**src/rtl/mips_pkg.sv**
```systemverilog
// Shared definitions for the MIPS core front end.
//   NOP               : instruction word used for pipeline bubbles
//   DEFAULT_RESET_PC  : first fetch address after reset unless overridden
//   fetch_state_t     : fetch-stage FSM encoding
//   word_align()      : clears the byte-offset bits of an address
package mips_pkg;

    localparam logic [31:0] NOP              = 32'h0000_0000;
    localparam logic [31:0] DEFAULT_RESET_PC = 32'h0000_0000;

    typedef enum logic [1:0] {
        IDLE    = 2'd0,
        FETCH   = 2'd1,
        DISCARD = 2'd2,
        HOLD    = 2'd3
    } fetch_state_t;

    function automatic logic [31:0] word_align(input logic [31:0] addr);
        return addr & 32'hFFFF_FFFC;
    endfunction

endpackage

```
**src/rtl/fetch_hold_buf.sv**
```systemverilog
// One-entry instruction register that parks a fetched word while decode is
// stalled.
//   clock, reset_n : clock and synchronous active-low reset
//   load           : capture load_data (ignored when clear is high)
//   clear          : empty the buffer
//   load_data      : instruction word to capture
//   data           : buffered instruction (NOP when empty)
//   valid          : buffer holds a word
module fetch_hold_buf
    import mips_pkg::*;
(
    input  logic        clock,
    input  logic        reset_n,
    input  logic        load,
    input  logic        clear,
    input  logic [31:0] load_data,
    output logic [31:0] data,
    output logic        valid
);

    always_ff @(posedge clock) begin
        if (!reset_n) begin
            data  <= NOP;
            valid <= 1'b0;
        end else if (clear) begin
            data  <= NOP;
            valid <= 1'b0;
        end else if (load) begin
            data  <= load_data;
            valid <= 1'b1;
        end
    end

endmodule

```
**src/rtl/fetch_stage.sv**
```systemverilog
// Instruction-fetch stage: owns the PC, requests words from instruction
// memory over a req/ack handshake and drives the IF/ID pipeline register.
//   clock, reset_n      : clock and synchronous active-low reset
//   stall_i             : decode stalled, IF/ID must hold
//   redirect_i          : taken branch/jump, flushes IF/ID
//   redirect_pc_i       : redirect target (low two bits ignored)
//   imem_req_o/addr_o   : instruction memory request and word address
//   imem_ack_i/rdata_i  : read data valid / instruction word
//   ifid_valid_o        : IF/ID holds a real instruction
//   ifid_instr_o        : IF/ID instruction (NOP when invalid)
//   ifid_pc4_o          : PC+4 of the IF/ID instruction
//   fetch_count_o       : instructions delivered into IF/ID (wraps)
//
// state   | meaning
// IDLE    | one cycle after reset, no request
// FETCH   | requesting req_addr, delivering to IF/ID on ack
// DISCARD | redirected mid-request; wait out the old ack and drop it
// HOLD    | word arrived during a stall, parked in the hold buffer
module fetch_stage
    import mips_pkg::*;
#(
    parameter logic [31:0] RESET_PC = DEFAULT_RESET_PC
)
(
    input  logic        clock,
    input  logic        reset_n,
    input  logic        stall_i,
    input  logic        redirect_i,
    input  logic [31:0] redirect_pc_i,
    output logic        imem_req_o,
    output logic [31:0] imem_addr_o,
    input  logic        imem_ack_i,
    input  logic [31:0] imem_rdata_i,
    output logic        ifid_valid_o,
    output logic [31:0] ifid_instr_o,
    output logic [31:0] ifid_pc4_o,
    output logic [31:0] fetch_count_o
);

    fetch_state_t state, state_d;
    logic [31:0]  pc, pc_d;
    logic [31:0]  req_addr, req_addr_d;
    logic [31:0]  pc_plus4, target;
    logic         ifid_valid_d;
    logic [31:0]  ifid_instr_d, ifid_pc4_d, fetch_count_d;
    logic         hold_load, hold_clear, hold_valid;
    logic [31:0]  hold_data;

    assign target      = word_align(redirect_pc_i);
    assign pc_plus4    = pc + 32'd4;
    assign imem_addr_o = req_addr;

    fetch_hold_buf u_hold_buf (
        .clock     (clock),
        .reset_n   (reset_n),
        .load      (hold_load),
        .clear     (hold_clear),
        .load_data (imem_rdata_i),
        .data      (hold_data),
        .valid     (hold_valid)
    );

    always_comb begin
        state_d       = state;
        pc_d          = pc;
        ifid_valid_d  = ifid_valid_o;
        ifid_instr_d  = ifid_instr_o;
        ifid_pc4_d    = ifid_pc4_o;
        fetch_count_d = fetch_count_o;
        hold_load     = 1'b0;
        hold_clear    = 1'b0;
        imem_req_o    = 1'b0;

        case (state)
            IDLE: begin
                if (redirect_i) begin
                    pc_d = target;
                end
                state_d = FETCH;
            end
            FETCH: begin
                imem_req_o = 1'b1;
                if (redirect_i) begin
                    pc_d         = target;
                    ifid_valid_d = 1'b0;
                    ifid_instr_d = NOP;
                    ifid_pc4_d   = 32'h0;
                    // Without an ack the old request is still outstanding and
                    // must complete before the target can be requested.
                    state_d      = imem_ack_i ? FETCH : DISCARD;
                end else if (imem_ack_i) begin
                    if (stall_i) begin
                        hold_load = 1'b1;
                        state_d   = HOLD;
                    end else begin
                        ifid_valid_d  = 1'b1;
                        ifid_instr_d  = imem_rdata_i;
                        ifid_pc4_d    = pc_plus4;
                        pc_d          = pc_plus4;
                        fetch_count_d = fetch_count_o + 32'd1;
                    end
                end else if (!stall_i) begin
                    ifid_valid_d = 1'b0;
                    ifid_instr_d = NOP;
                    ifid_pc4_d   = 32'h0;
                end
            end
            DISCARD: begin
                imem_req_o = 1'b1;
                if (redirect_i) begin
                    pc_d = target;
                end
                if (imem_ack_i) begin
                    state_d = FETCH;
                end
            end
            HOLD: begin
                if (redirect_i) begin
                    hold_clear   = 1'b1;
                    pc_d         = target;
                    ifid_valid_d = 1'b0;
                    ifid_instr_d = NOP;
                    ifid_pc4_d   = 32'h0;
                    state_d      = FETCH;
                end else if (!stall_i) begin
                    hold_clear    = 1'b1;
                    ifid_valid_d  = hold_valid;
                    ifid_instr_d  = hold_data;
                    ifid_pc4_d    = pc_plus4;
                    pc_d          = pc_plus4;
                    fetch_count_d = fetch_count_o + 32'd1;
                    state_d       = FETCH;
                end
            end
            default: state_d = IDLE;
        endcase

        // Every transition into (or within) FETCH latches the next PC as the
        // request address; in other states the outstanding address is kept.
        req_addr_d = (state_d == FETCH) ? pc_d : req_addr;
    end

    always_ff @(posedge clock) begin
        if (!reset_n) begin
            state         <= IDLE;
            pc            <= RESET_PC;
            req_addr      <= RESET_PC;
            ifid_valid_o  <= 1'b0;
            ifid_instr_o  <= NOP;
            ifid_pc4_o    <= 32'h0;
            fetch_count_o <= 32'h0;
        end else begin
            state         <= state_d;
            pc            <= pc_d;
            req_addr      <= req_addr_d;
            ifid_valid_o  <= ifid_valid_d;
            ifid_instr_o  <= ifid_instr_d;
            ifid_pc4_o    <= ifid_pc4_d;
            fetch_count_o <= fetch_count_d;
        end
    end

endmodule

```
**config.mk**
```make
export PLATFORM = sky130hd
export DESIGN_NAME = fetch_stage
export DESIGN_NICKNAME = d
export VERILOG_FILES = /design/src/rtl/mips_pkg.sv /design/src/rtl/fetch_hold_buf.sv /design/src/rtl/fetch_stage.sv
export SDC_FILE = /design/constraint.sdc
export NUM_CORES = 1
export LEC_CHECK = 0
export BUFFER_PORTS_ARGS = -buffer_cell sky130_fd_sc_hd__buf_2
export CAP_MARGIN = 20
export CORE_ASPECT_RATIO = 0.75
export CORE_MARGIN = 2
export CORE_UTILIZATION = 45
export DETAILED_ROUTE_END_ITERATION = 10
export GPL_ROUTABILITY_DRIVEN = 0
export HOLD_SLACK_MARGIN = 0.08
export PLACE_DENSITY = 0.71
export SYNTH_ARGS = -nofsm -noshare
export SYNTH_HDL_FRONTEND = slang
export SYNTH_SLANG_ARGS = --single-unit
```
**constraint.sdc**
```tcl
create_clock -name clock -period 3.33 [get_ports clock]
set_input_delay 0.666 -clock clock [delete_from_list [all_inputs] [get_ports clock]]
set_output_delay 0.666 -clock clock [all_outputs]
set_load 0.02 [all_outputs]
```
==> results_dict.tcl <==
set metrics [dict create \
    status "completed" \
    rrSetupSlack_ps 390 \
    setup_slack_ps 395 \
    max_cap_viol_count 0 \
    whs_ps 457 \
    io_buffers 196 \
    clk_latency_ps 440 \
    ys_warn_count 0 \
    power.total_uw 5990 \
    fill_cells 2016 \
    hold_buffers 0 \
    cts.clk_slew.worst_paths_ps 90 \
    drt-total-wl_mm 31.1 \
    grt_overflow 0 \
    syn-cell-area_um2 9750 \
    syn_nets 1270 \
    clock_skew_ps 14.6 \
    firstDrtPassIters 5 \
    cts_made_buffers 17 \
    synth_enable_flop_cells 0 \
    setup_viol_count_final 0 \
    crit_required_ps 3620 \
    vias 9775 \
    yosysTopAreaCell "dfxtp_1" \
    path_max_fanout 15 \
    seq_power_share_pct 44.4 \
    p_leak_uw 0.00464 \
    ys.flop_type "dfxtp_1" \
    place_ws_ps 342 \
    cts_tree "done" \
    rsz0062_at_grt "false" \
    htreeDepth 4 \
    floorplan.initialDensity_pct 46.0 \
    drv_slew 0 \
    arrival_ps 3220 \
    cp-end-kind "register" \
    area_delta_synth_final_pct 19.4 \
    grt_usage_pct 26.5 \
    power.switching_uw 1960 \
    combPwrFrac_pct 18.8 \
    dp_hpwl_mm 21.1 \
    postLayoutCoreUtil_pct 55.0 \
    synth_area_leaders "dfxtp_1, nand2_1, nor2_1" \
    report.final.hold_viol_count 0 \
    drc 0 \
    p_int_uw 4030 \
    synthCells 1194 \
    grt_start_max_net_pins 72 \
    ys_ff_latch 196 \
    cts_sinks 196 \
    synth.distinct_cells 74 \
    first_iter_violations 934 \
    first_global_vias 8676 \
    die_y_um 131 \
    tightestPinTransition_ps 1040 \
    core_um2 21200 \
    synth_top_area_share_pct 40.2 \
    critPathLaunchType "register" \
    max_freq_ghz 0.341 \
    postCtsSetupBuffers 0 \
    ys_seq_area_share_pct 40.2 \
    root_buffer "clkbuf_16" \
    grt_antenna_before_repair 0 \
    io_pins 199 \
    period_needed_ps 2940 \
    via_per_inst 5.94 \
    cts_resized 0 \
    path_class "reg -> reg" \
    hp-class "in -> reg" \
    slew_headroom_pct 30.7 \
    drive_gt1_share_pct 22.5 \
    synthArstFlopShare_pct 0 \
    clockBufferDepth 2 \
    min_period_over_period_pct 88.1 \
    die_area_um2 22900 \
    layout_common_cells "dfxtp_1, buf_2, nand2_1" \
    grt_pass1_wl_mm 48.5 \
    wl_per_cell_um 18.9 \
    p_clk_share_pct 36.8 \
    ant_nets 0 \
    avgSynthCellArea_um2 8.17 \
    sw_frac_of_total_pct 32.7 \
    power_density_nw_per_um2 515 \
    num_antenna_cells 0 \
    ir_worst_vdd_mv 0.352 \
    rows 46 \
    die_x_um 174 \
    fin_setup_tns_ps 0 \
    nets 1421 \
]
path summary, 6_finish.rpt:
kind                        from                   to  cells after the start
min             imem_rdata_i[30]  u_hold_buf.data[30]                      3
max reg2reg             state[0]       imem_addr_o[4]                      6
max                     state[0]       imem_addr_o[4]                      6
min reg2reg  u_hold_buf.data[19]  u_hold_buf.data[19]                      2
through the flow:
step,cells,area (um2)
global route,1646,11600
floorplan,1194,9750
global placement,1613,11000
CTS,1645,11600
detailed placement,1613,11000
finish,1646,11600
power by group through the flow:
| stage | clock network, uW | registers (uW) | logic (uW) |
|---|---|---|---|
| after global routing | 2350 | 2680 | 1220 |
| final | 2200 | 2660 | 1130 |
| after CTS | 2240 | 2650 | 1110 |
| after floorplan | 0 | 2760 | 661 |
| after detailed placement | 0 | 2710 | 1110 |
| after global placement | 0 | 2700 | 1090 |
layout make-up:
type / instances / area, um2 / area share (%)
Clock buffer: 17 / 425 / 3.65
Inverter: 15 / 56.3 / 0.484
Multi-Input combinational cell: 877 / 5350 / 46.0
Tap cell: 288 / 360 / 3.10
Timing Repair Buffer: 238 / 1310 / 11.2
Sequential cell: 196 / 3920 / 33.7
Clock inverter: 15 / 214 / 1.84
cell usage after synthesis (8+ instances only):
cell type	n
clkbuf_1	75
nand2_1	142
nand4_1	18
nor4_1	13
and2_1	21
buf_2	14
nor2_1	124
inv_1	13
nand2b_1	11
a221oi_1	50
dfxtp_1	196
a21oi_1	81
a211oi_1	30
xnor2_1	42
a32o_1	8
mux2i_1	11
o21ai_0	41
nor3_1	57
a22o_1	12
or3_1	15
a31oi_1	9
xor2_1	24
and3_1	29
nand3_1	32
kinds of logic (layout without fill, tap and decap cells):
kind of cell             after synthesis  after routing  synth area share (%)
multiplexers                          13             13                  1.36
XOR/XNOR                              66             66                  5.93
buffers and inverters                121            285                  5.21
flip-flops                           196            196                  40.2
AND/OR/NAND/NOR                      494            494                  25.0
AO/OA/AOI/OAI                        297            297                  21.4
adder cells (fa/ha/maj)                7              7                 0.898
state kept, by name (all words and copies together) (netlist names):
signal and count:
u_hold_buf.valid 1, ifid_valid_o 1, imem_addr_o 32, ifid_pc4_o 32
pc 32, ifid_instr_o 32, u_hold_buf.data 32, fetch_count_o 32
state 2
metal layers:
metal | wire length, um | share of wire [%] | GRT usage [%] | up-vias
li1 | - | - | - | 4640
met1 | 13700 | 44 | 37.4 | 4551
met2 | 12900 | 41 | 38.0 | 523
met3 | 3590 | 12 | 8.30 | 61
met4 | 843 | 2.7 | 8.78 | 0
met5 | 0 | 0 | 0 | -
worst max-delay path, cell delays in order (launching register included):
cell	delay (ps)
dfxtp_1	350
ha_1	220
buf_4	210
nor2_1	810
nand2_1	440
a311oi_1	610
a211oi_1	140
Note: power is estimated with default switching activity, not from simulation.
